$ cat config.mk
export PLATFORM = sky130hd
export DESIGN_NAME = smoke_inc_engine_flat
export DESIGN_NICKNAME = d
export VERILOG_FILES = /design/src/rtl/smoke_inc_engine_if.sv /design/src/rtl/smoke_inc_engine.sv /design/src/flat_wrapper.sv
export SDC_FILE = /design/constraint.sdc
export NUM_CORES = 1
export LEC_CHECK = 0
export ABC_AREA = 1
export CORE_ASPECT_RATIO = 0.9
export CORE_UTILIZATION = 45
export DETAILED_ROUTE_END_ITERATION = 8
export GPL_TIMING_DRIVEN = 0
export PLACE_DENSITY = 0.69
export SLEW_MARGIN = 20
export SYNTH_ARGS = -nofsm -noshare
export SYNTH_HDL_FRONTEND = slang
export SYNTH_SLANG_ARGS = --single-unit
$ cat constraint.sdc
create_clock -name clock -period 4.49 [get_ports clock]
set_clock_uncertainty 0.2 [all_clocks]
set_input_delay 0.6735 -clock clock [delete_from_list [all_inputs] [get_ports clock]]
set_output_delay 0.6735 -clock clock [all_outputs]
set_load 0.01 [all_outputs]
$ cat src/rtl/smoke_inc_engine_if.sv
// Request/response channel between the smoke BFM and the increment engine.
interface smoke_inc_engine_if #(
  parameter int unsigned DATA_WIDTH = 32,
  parameter int unsigned TAG_WIDTH  = 8
);
  logic                  req_valid;
  logic                  req_ready;
  logic [DATA_WIDTH-1:0] req_data;
  logic [TAG_WIDTH-1:0]  req_tag;
  logic                  rsp_valid;
  logic                  rsp_ready;
  logic [DATA_WIDTH-1:0] rsp_data;
  logic [TAG_WIDTH-1:0]  rsp_tag;
  logic                  rsp_ovf;

  modport master (
    output req_valid, req_data, req_tag, rsp_ready,
    input  req_ready, rsp_valid, rsp_data, rsp_tag, rsp_ovf
  );

  modport slave (
    input  req_valid, req_data, req_tag, rsp_ready,
    output req_ready, rsp_valid, rsp_data, rsp_tag, rsp_ovf
  );
endinterface

$ cat src/rtl/smoke_inc_engine.sv
// Pipelined increment engine: returns value+1 with the request tag, through a
// fixed-latency pipeline into a response FIFO; a pending limit absorbs backpressure.
module smoke_inc_engine #(
  parameter int unsigned DATA_WIDTH = 32,
  parameter int unsigned TAG_WIDTH  = 8,
  parameter int unsigned LATENCY    = 2,
  parameter int unsigned DEPTH      = 4
) (
  input  logic                  clock,
  input  logic                  reset,
  smoke_inc_engine_if.slave     bus,
  output logic [15:0]           op_count,
  output logic                  busy
);
  localparam int unsigned PW = $clog2(DEPTH + 1);
  localparam int unsigned AW = $clog2(DEPTH);

  if (LATENCY < 1 || LATENCY > 8) begin : g_bad_latency
    $fatal(1, "smoke_inc_engine: LATENCY must be in 1..8");
  end
  if (DEPTH < 2 || DEPTH > 16) begin : g_bad_depth
    $fatal(1, "smoke_inc_engine: DEPTH must be in 2..16");
  end

  logic                  accept;
  logic                  pop;
  logic                  wr_en;
  logic [PW-1:0]         pending_q;
  logic [PW-1:0]         pending_d;
  logic [PW-1:0]         fifo_cnt_q;
  logic [AW-1:0]         wr_ptr_q;
  logic [AW-1:0]         rd_ptr_q;

  logic [LATENCY-1:0]    stg_vld_q;
  logic [LATENCY-1:0]    stg_ovf_q;
  logic [DATA_WIDTH-1:0] stg_data_q [LATENCY];
  logic [TAG_WIDTH-1:0]  stg_tag_q  [LATENCY];

  logic [DEPTH-1:0]      fifo_ovf_q;
  logic [DATA_WIDTH-1:0] fifo_data_q [DEPTH];
  logic [TAG_WIDTH-1:0]  fifo_tag_q  [DEPTH];

  function automatic logic [AW-1:0] ptr_inc(input logic [AW-1:0] p);
    return (p == AW'(DEPTH - 1)) ? '0 : p + AW'(1);
  endfunction

  // Ready depends only on reset and registered occupancy, never on req_valid.
  assign bus.req_ready = !reset && (pending_q < PW'(DEPTH));
  assign accept        = bus.req_valid && bus.req_ready;
  assign bus.rsp_valid = (fifo_cnt_q != '0);
  assign pop           = bus.rsp_valid && bus.rsp_ready;
  assign wr_en         = stg_vld_q[LATENCY-1];

  assign bus.rsp_data  = fifo_data_q[rd_ptr_q];
  assign bus.rsp_tag   = fifo_tag_q[rd_ptr_q];
  assign bus.rsp_ovf   = fifo_ovf_q[rd_ptr_q];

  always_comb begin
    pending_d = pending_q;
    case ({accept, pop})
      2'b10:   pending_d = pending_q + PW'(1);
      2'b01:   pending_d = pending_q - PW'(1);
      default: pending_d = pending_q;
    endcase
  end

  // Non-stalling pipeline: stage 0 captures the result, later stages shift.
  always_ff @(posedge clock) begin
    if (reset) begin
      stg_vld_q <= '0;
      stg_ovf_q <= '0;
      for (int unsigned i = 0; i < LATENCY; i++) begin
        stg_data_q[i] <= '0;
        stg_tag_q[i]  <= '0;
      end
    end else begin
      stg_vld_q[0] <= accept;
      if (accept) begin
        stg_data_q[0] <= bus.req_data + DATA_WIDTH'(1);
        stg_tag_q[0]  <= bus.req_tag;
        stg_ovf_q[0]  <= (bus.req_data == '1);
      end
      for (int unsigned i = 1; i < LATENCY; i++) begin
        stg_vld_q[i]  <= stg_vld_q[i-1];
        stg_data_q[i] <= stg_data_q[i-1];
        stg_tag_q[i]  <= stg_tag_q[i-1];
        stg_ovf_q[i]  <= stg_ovf_q[i-1];
      end
    end
  end

  // Response FIFO; the pending limit guarantees a write never finds it full.
  always_ff @(posedge clock) begin
    if (reset) begin
      wr_ptr_q   <= '0;
      rd_ptr_q   <= '0;
      fifo_cnt_q <= '0;
      fifo_ovf_q <= '0;
      for (int unsigned i = 0; i < DEPTH; i++) begin
        fifo_data_q[i] <= '0;
        fifo_tag_q[i]  <= '0;
      end
    end else begin
      if (wr_en) begin
        fifo_data_q[wr_ptr_q] <= stg_data_q[LATENCY-1];
        fifo_tag_q[wr_ptr_q]  <= stg_tag_q[LATENCY-1];
        fifo_ovf_q[wr_ptr_q]  <= stg_ovf_q[LATENCY-1];
        wr_ptr_q              <= ptr_inc(wr_ptr_q);
      end
      if (pop) begin
        rd_ptr_q <= ptr_inc(rd_ptr_q);
      end
      case ({wr_en, pop})
        2'b10:   fifo_cnt_q <= fifo_cnt_q + PW'(1);
        2'b01:   fifo_cnt_q <= fifo_cnt_q - PW'(1);
        default: fifo_cnt_q <= fifo_cnt_q;
      endcase
    end
  end

  // Occupancy tracking and consumed-response counter.
  always_ff @(posedge clock) begin
    if (reset) begin
      pending_q <= '0;
      busy      <= 1'b0;
      op_count  <= '0;
    end else begin
      pending_q <= pending_d;
      busy      <= (pending_d != '0);
      if (pop) begin
        op_count <= op_count + 16'd1;
      end
    end
  end
endmodule
$ cat src/flat_wrapper.sv
// flat-port wrapper written by rule: the top's interface ports become plain ports
module smoke_inc_engine_flat 
#(
  parameter int unsigned DATA_WIDTH = 32,
  parameter int unsigned TAG_WIDTH  = 8,
  parameter int unsigned LATENCY    = 2,
  parameter int unsigned DEPTH      = 4
)
  (clock, reset, op_count, busy, bus_req_valid, bus_req_data, bus_req_tag, bus_rsp_ready, bus_req_ready, bus_rsp_valid, bus_rsp_data, bus_rsp_tag, bus_rsp_ovf);
  smoke_inc_engine_if #(.DATA_WIDTH(DATA_WIDTH), .TAG_WIDTH(TAG_WIDTH)) bus_i ();
  input  logic clock;
  input  logic reset;
  output logic [15:0] op_count;
  output logic busy;
  input wire logic [$bits(bus_i.req_valid)-1:0] bus_req_valid;
  input wire logic [$bits(bus_i.req_data)-1:0] bus_req_data;
  input wire logic [$bits(bus_i.req_tag)-1:0] bus_req_tag;
  input wire logic [$bits(bus_i.rsp_ready)-1:0] bus_rsp_ready;
  output wire logic [$bits(bus_i.req_ready)-1:0] bus_req_ready;
  output wire logic [$bits(bus_i.rsp_valid)-1:0] bus_rsp_valid;
  output wire logic [$bits(bus_i.rsp_data)-1:0] bus_rsp_data;
  output wire logic [$bits(bus_i.rsp_tag)-1:0] bus_rsp_tag;
  output wire logic [$bits(bus_i.rsp_ovf)-1:0] bus_rsp_ovf;
  assign bus_i.req_valid = bus_req_valid;
  assign bus_i.req_data = bus_req_data;
  assign bus_i.req_tag = bus_req_tag;
  assign bus_i.rsp_ready = bus_rsp_ready;
  assign bus_req_ready = bus_i.req_ready;
  assign bus_rsp_valid = bus_i.rsp_valid;
  assign bus_rsp_data = bus_i.rsp_data;
  assign bus_rsp_tag = bus_i.rsp_tag;
  assign bus_rsp_ovf = bus_i.rsp_ovf;
  smoke_inc_engine #(.DATA_WIDTH(DATA_WIDTH), .TAG_WIDTH(TAG_WIDTH), .LATENCY(LATENCY), .DEPTH(DEPTH)) u_core (.clock(clock), .reset(reset), .bus(bus_i), .op_count(op_count), .busy(busy));
endmodule
==> key figures, run 1 <==
Routing
  – Number of DRC markers in iteration 0: 662
  – DRC: 0
  – Antenna Nets Post-Route: 0
  – Vias post-DR: 9,004
  – WL final: 28.80 mm
  – First-pass iteration count of the detailed router: 6
  – WL per Instance: 15.87 um
  – Via density: 4.961

GRT
  – First-pass GRT wire length: 45.51 mm
  – Initial antenna violation count: 0
  – Number of global-route vias before repair: 8,749
  – Grt ovf: 0
  – Largest net degree at the start of global routing: 41
  – Tot GR Track Use: 20.74%

Cells and area
  – FF/Latch Area: 7948 um^2
  – Area grow syn2layout: 20.95%
  – Diode count: 0
  – Footprint of the multi-input gates: 3746 um^2
  – Ratio of cells with drive above 1 in the final layout: 6.982%
  – Most common cell after layout, fill and taps aside: nor2_1
  – Nets@finish: 1,495
  – Filler Cell Count: 2,349
  – Most frequent cells in the layout: nor2_1 (380), edfxtp_1 (240), inv_1 (149)
  – Post-route cell area: 15,000 um^2
  – Final std cells w/o fill: 1,815

STA
  – Final worst path period share: 78.03%
  – Final worst slack: 0.9863 ns
  – Final slew viol count: 0
  – Fmax: 285.4 MHz
  – Slew of the pin with the lowest slew margin: 0.7039 ns
  – Worst Hold Margin: 0.2098 ns
  – Final setup fails: 0
  – Min Clock Period, post-route: 3.504 ns
  – Slew HR: 53.07%
  – Hold Vio Cnt, Final: 0
  – Unrepaired setup endpoints after global routing: false

Outcome
  – Outcome: finished clean

Die
  – Initial Util: 45.87%
  – Die Y: 159.5 um
  – DIE AREA: 28,220 um^2
  – Row cnt: 57
  – Die Wd: 177.0 um
  – I/O Pins: 104
  – Core area: 27,030 um^2

Logic synthesis
  – Synthesized-area fraction occupied by adder cells: 1.231%
  – Xor and xnor fraction of the mapped netlist area: 0.5651%
  – Post-synthesis sequential area ratio: 64.10%
  – Largest family of logic cells by synthesized area: simple AND/OR/NAND/NOR gates
  – Syn Inst Count: 1,263
  – Synth Flop Type: edfxtp_1
  – Post-synth EDFFs: 240
  – #FFs+latches synth: 277
  – Mux cell area share after synthesis: 0.08073%
  – Post-synthesis compound-gate area fraction: 7.892%
  – Average size of a mapped cell: 9.816 um^2
  – Syn Std Cell Area: 12,400 um^2
  – Simple-Gate Fraction of Synth Area: 18.96%
  – YS warnings: 0
  – Distinct cells, synth: 38
  – Async SR Flop Fraction: 0%

Place
  – Placed cell area: 14,150 um^2
  – Hpwl dp: 19.97 mm
  – Port Buffers: 103
  – Gpl congestion: 0.9390
  – Placed Cells: 1,764
  – Post-Place Worst Slack: 1.080 ns

Power
  – PD cells: 413.8 nW/um^2
  – Register share of total power: 48.4%
  – Net switching fraction of the power: 25.73%
  – Leakage dissipation: 0.005957 uW
  – Peak VDD IR: 0.0002686 V
  – Total internal power: 4609 uW
  – Clock power frac: 34.8%
  – Power after layout: 6206 uW
  – Logic pwr share: 16.8%
  – Psw: 1597 uW

Clocking
  – Total CTS buffers: 28
  – CTS tree: yes
  – Clock Sinks: 277
  – Reg clk slew, reported paths: 0.06 ns
  – Clk_lat worst skew: 0.53 ns
  – H-Tree Depth: 1
  – Clock Path Buffers: 3
  – CTS resizes: 0
  – Root Buffer: clkbuf_16
  – Post-CTS setup buffers: 0
  – Hold-fix buffers at CTS: 0

Worst setup path
  – Worst reg2reg path startpoint: u_core.wr_ptr_q[1]$_SDFFE_PP0P_
  – Worst Path Required: 3.62 ns
  – Crit path cell chain: buf_2 > clkinv_1 > clkbuf_1 > nor2_1 > o22ai_1 > clkdlybuf4s50_1
  – RR Endpoint: u_core.fifo_data_q[1][11]$_SDFFCE_PN0P_
  – Max FO, Critical Path: 10
  – Critical-path top delay cell: clkdlybuf4s50_1
  – Worst r2r path cells: 5
  – Worst EP arrival: 2.63 ns
  – Biggest cell delay along the critical path: 0.59 ns
  – Startpoint types: flip-flop
  – Worst Setup End Kind: primary output
  – Critical path's top delay family: buffers and inverters
  – R2R setup slack: 1.89 ns
  – Critical path class: reg2out
  – Worst Path Buf+Inv: 4

Worst hold path
  – Hold depth: 2
  – Hold Crit Class: reg2reg
  – Worst Hold End: u_core.stg_vld_q[1]$_SDFF_PP0_
  – HP Start: u_core.stg_vld_q[0]$_SDFF_PP0_

Flow run
  – MaxCap Viol Count: 0
## sequential cells by signal, indices dropped and copies added, names as in the netlist, named ones only
register / count
u_core.op_count: 16
u_core.wr_ptr_q: 2
u_core.rd_ptr_q: 2
u_core.stg_tag_q: 16
u_core.busy: 1
u_core.stg_vld_q: 2
u_core.fifo_tag_q: 32
u_core.fifo_data_q: 128
u_core.fifo_cnt_q: 3
u_core.fifo_ovf_q: 4
u_core.stg_ovf_q: 2
u_core.pending_q: 3
u_core.stg_data_q: 64
## synth_stat cells, types with 2 or more instances
library cell	count	area [um^2]
nand2_1	129	484.2
o21ai_0	94	470.5
nand3_2	2	20.02
nor2_8	2	40.04
xor2_1	3	26.28
nand2_2	4	25.02
nor2_4	6	67.56
buf_2	18	90.09
ha_1	9	112.6
buf_4	3	22.52
edfxtp_1	240	7207
buf_6	8	90.09
clkbuf_1	26	97.59
inv_1	149	559.3
o21a_1	2	15.01
nor3_1	7	35.03
o21ai_1	4	20.02
nand3_1	30	150.1
o22ai_1	41	256.5
a21oi_1	37	185.2
dfxtp_1	37	740.7
nor2_2	5	31.28
fa_1	2	40.04
nand2_4	4	45.04
xnor2_1	5	43.79
o21bai_1	2	15.01
nor2_1	380	1426
inv_2	4	15.01
## cells by family (layout without fill, tap and decap cells)
kind of cell    count (synthesis)  after routing
compound gates                182            182
xor+xnor                        8              8
fa+ha+maj                      11             11
buf+inv                       210            369
flops                         277            277
mux                             1              1
other cells                     1             40
simple gates                  573            573
## per-layer routing
layer,up-vias,track usage (%),wire length [um]
met2,300,34.52,13730
li1,4463,-,-
met5,-,0,0
met4,0,4.937,511
met3,48,2.985,1816
met1,4193,28.56,12740
## power by group through the flow
stage	Clock (uW)	Sequential [uW]	Combinational [uW]
final	2160	3000	1040
after floorplan	0	3040	539
after global placement	0	3060	1020
after global routing	2290	3010	1140
after CTS	2190	3000	1050
after detailed placement	0	3060	1050
## stage by stage
stage               utilization, %  setup TNS, ns
floorplan                        -              0
global placement             51.86         -93.34
detailed placement           52.34              0
CTS                          55.48              0
global route                 55.48              0
finish                       55.48              0
## worst reg2reg max path, cell delays in order, from the launching register on
cell and delay [ns]:
dfxtp_1 0.44, inv_1 0.20, nand3_1 0.34, buf_2 0.36, nand2_2 0.44, buf_16 0.35
## worst max path at each step
stage                                    startpoint                                      to  cells after the start
floorplan           u_core.wr_ptr_q[0]$_SDFFE_PP0P_      u_core.fifo_data_q[3][0]$_DFFE_PP_                      2
global placement    u_core.wr_ptr_q[0]$_SDFFE_PP0P_      u_core.fifo_data_q[3][5]$_DFFE_PP_                      2
detailed placement                            reset  u_core.fifo_data_q[1][3]$_SDFFCE_PN0P_                      5
CTS                                       flip-flop                        bus_rsp_data[17]                      6
global route                              flip-flop                         bus_rsp_data[3]                      6
finish                                    flip-flop                        bus_rsp_data[17]                      6
## final cells by class
cell class,count,share of cell area (%)
sequential,277,53.00
multi-input combinational,815,24.98
timing repair buffer,108,7.518
clock buffer,37,5.040
inverter,155,3.897
tap,354,2.954
buffer,55,2.003
clock inverter,14,0.6091
Power figures use the tool's default switching activity.
==> run 2, diff against run 1 <==
- clock period: 4.49 -> 3.11 ns (I/O delays scaled with it)
==> run 2 against run 1 <==
Effect of this change:
- clock power increased by 46%
- first-iteration DRC count grew 21%
- via count is 0.76% higher
- critical endpoint is now bus_rsp_data[29]
- largest power group unchanged
==> key figures, run 2 (synthesis gave the netlist of run 1 again) <==
STA
  – Final slew viol count: 0 (unchanged)
  – TNS Setup: 0 ns (unchanged)
  – Slew HR: 43.04% (was 53.07%)
  – Min Clock Period, post-route: 3.067 ns
  – Final worst path period share: 98.62%
  – Slew of the pin with the lowest slew margin: 0.8545 ns (was 0.7039 ns)
  – Worst Hold Margin: 0.2010 ns (was 0.2098 ns)
  – Fmax: 326.0 MHz
  – Hold Vio Cnt, Final: 0 (unchanged)
  – Final setup fails: 0 (unchanged)

Clocking
  – Reg clk slew, reported paths: 0.06 ns (about the same)
  – Hold-fix buffers at CTS: 0 (unchanged)
  – Post-CTS setup buffers: 0 (unchanged)
  – Root Buffer: clkbuf_16 (unchanged)
  – Clk_lat worst skew: 0.53 ns (about the same)
  – Total CTS buffers: 28 (unchanged)
  – H-Tree Depth: 1 (unchanged)
  – Clock Path Buffers: 3 (unchanged)
  – CTS tree: yes (unchanged)
  – Clock Sinks: 277 (unchanged)

Cells and area
  – Most common cell after layout, fill and taps aside: nor2_1 (unchanged)
  – Final core utilization: 55.76% (was 55.48%)
  – Reg with most FFs: u_core.fifo_data_q (unchanged)
  – Max reg flops: 128 (unchanged)
  – Nets@finish: 1,497 (was 1,495)
  – Most frequent cells in the layout: nor2_1 (380), edfxtp_1 (240), inv_1 (149) (unchanged)
  – Ratio of cells with drive above 1 in the final layout: 8.892% (was 6.982%)
  – Diode count: 0 (unchanged)
  – Largest registers: u_core.fifo_data_q x128, u_core.stg_data_q x64, u_core.fifo_tag_q x32 (unchanged)
  – Final std cells w/o fill: 1,816 (was 1,815)
  – Post-route cell area: 15,070 um^2 (was 15,000 um^2)
  – Filler Cell Count: 2,336 (was 2,349)
  – Area grow syn2layout: 21.56% (was 20.95%)

Routing
  – DRC: 0 (unchanged)
  – Via density: 4.996 (was 4.961)
  – Antenna Nets Post-Route: 0 (unchanged)
  – First-pass iteration count of the detailed router: 9 (was 6)
  – WL per Instance: 16.02 um (was 15.87 um)
  – Vias post-DR: 9,072 (was 9,004)
  – Number of DRC markers in iteration 0: 798 (was 662)
  – WL final: 29.10 mm (was 28.80 mm)

Power
  – PD cells: 598.5 nW/um^2 (was 413.8 nW/um^2)
  – Leakage dissipation: 0.006038 uW (was 0.005957 uW)
  – Total internal power: 6683 uW (was 4609 uW)
  – Peak VDD IR: 0.0003873 V (was 0.0002686 V)
  – Psw: 2336 uW (was 1597 uW)
  – Net switching fraction of the power: 25.90% (was 25.73%)
  – Register share of total power: 48.1% (was 48.4%)
  – Logic pwr share: 17.0% (was 16.8%)
  – Clock power frac: 34.9% (was 34.8%)

Die
  – Row cnt: 57 (unchanged)
  – I/O Pins: 104 (unchanged)
  – Initial Util: 45.87% (unchanged)
  – DIE AREA: 28,220 um^2 (unchanged)
  – Core area: 27,030 um^2 (unchanged)
  – Die Y: 159.5 um (unchanged)
  – Die Wd: 177.0 um (unchanged)

GRT
  – Initial antenna violation count: 0 (unchanged)
  – First-pass GRT wire length: 45.57 mm (was 45.51 mm)
  – Grt ovf: 0 (unchanged)
  – Number of global-route vias before repair: 8,735 (was 8,749)
  – Tot GR Track Use: 20.73% (was 20.74%)
  – Largest net degree at the start of global routing: 34 (was 41)

Place
  – Gpl congestion: 0.8800 (was 0.9390)
  – Hpwl dp: 20.11 mm (was 19.97 mm)
  – Placed cell area: 14,170 um^2 (was 14,150 um^2)
  – Port Buffers: 103 (unchanged)
  – Placed Cells: 1,766 (was 1,764)

Worst setup path
  – Worst Path Required: 2.44 ns (was 3.62 ns)
  – Critical-path top delay cell: clkdlybuf4s50_1 (unchanged)
  – Worst EP arrival: 2.40 ns (was 2.63 ns)
  – Worst Setup End Kind: primary output (unchanged)
  – Worst Path Buf+Inv: 3 (was 4)
  – Max FO, Critical Path: 10 (unchanged)
  – Critical path's top delay family: buffers and inverters (unchanged)
  – Startpoint types: flip-flop (unchanged)
  – Critical path class: reg2out (unchanged)
  – Biggest cell delay along the critical path: 0.58 ns (was 0.59 ns)
  – Crit path cell chain: buf_2 > clkbuf_4 > o21ai_0 > o22ai_2 > clkdlybuf4s50_1 (was buf_2 > clkinv_1 > clkbuf_1 > nor2_1 > o22ai_1 > clkdlybuf4s50_1)

Flow run
  – MaxCap Viol Count: 0 (unchanged)

Outcome
  – Outcome: finished clean (unchanged)

Worst hold path
  – Hold Crit Class: reg2reg (unchanged)
## run 2: changes by cell type in the layout (fill, tap and decap cells not counted), moves of 2 or more
cell,before,now
buf_12,0,3
buf_2,18,20
clkbuf_1,34,14
clkbuf_2,0,15
clkbuf_4,0,4
clkinv_1,9,5
nand2_2,6,8
nand2_4,6,4
o22ai_1,41,39
o22ai_2,0,2
## run 2: power by group through the flow
| stage | sequential [uW] | combinational, uW | clock (uW) |
|---|---|---|---|
| global placement | 4420 | 1450 | 0 |
| finish | 4340 | 1540 | 3150 |
| detailed placement | 4410 | 1510 | 0 |
| global route | 4350 | 1680 | 3320 |
| floorplan | 4390 | 778 | 0 |
| CTS | 4330 | 1530 | 3180 |
## run 2: through the flow
| step | setup WS (ns) | power (uW) |
|---|---|---|
| after floorplan | 0.04283 | 5169 |
| after global placement | -1.379 | 5869 |
| after detailed placement | -0.2636 | 5918 |
| after CTS | 0.003233 | 9039 |
| after global routing | -0.02551 | 9355 |
| final | 0.04282 | 9019 |
## run 2: final timing paths
check	endpoint	slack, ns	startpoint	depth (start not counted)
min reg2reg	u_core.stg_vld_q[1]$_SDFF_PP0_	0.20	u_core.stg_vld_q[0]$_SDFF_PP0_	2
max	bus_rsp_data[29]	0.04	flip-flop	5
min	u_core.stg_vld_q[1]$_SDFF_PP0_	0.20	u_core.stg_vld_q[0]$_SDFF_PP0_	2
max reg2reg	u_core.fifo_data_q[1][8]$_SDFFCE_PN0P_	0.48	u_core.wr_ptr_q[1]$_SDFFE_PP0P_	5
## run 2: final cells by class
type                            instances  area, um^2  area share (%)
Tap cell                              354       442.9           2.939
Sequential cell                       277        7949           52.74
Timing Repair Buffer                  110        1160           7.696
Clock buffer                           38       759.5           5.039
Inverter                              155       586.8           3.894
Clock inverter                         12       87.58          0.5812
Buffer                                 55       336.6           2.233
Multi-Input combinational cell        815        3749           24.87
## run 2: what timing repair did
action / 4_1_cts / 5_1_grt
gates resized for setup: 22 / 14
pin swaps: 0 / 1
setup endpoints to repair: 40 / 32
endpoints found under the hold margin: 0 / 0
## run 2: routing by layer
metal	up-vias	track usage, %	part of all wire, %
met3	55	3.964	7.8
met1	4232	28.77	44
met4	0	5.995	2.3
met2	318	33.04	46
li1	4467	-	-
met5	-	0	0
## run 2: tightest hold or removal path, delay by kind of cell, from the launching register on
| family | cells | cell delay (ns) |
|---|---|---|
| flops | 1 | 0.29 |
| simple gates | 1 | 0.03 |
| buf+inv | 1 | 0.04 |
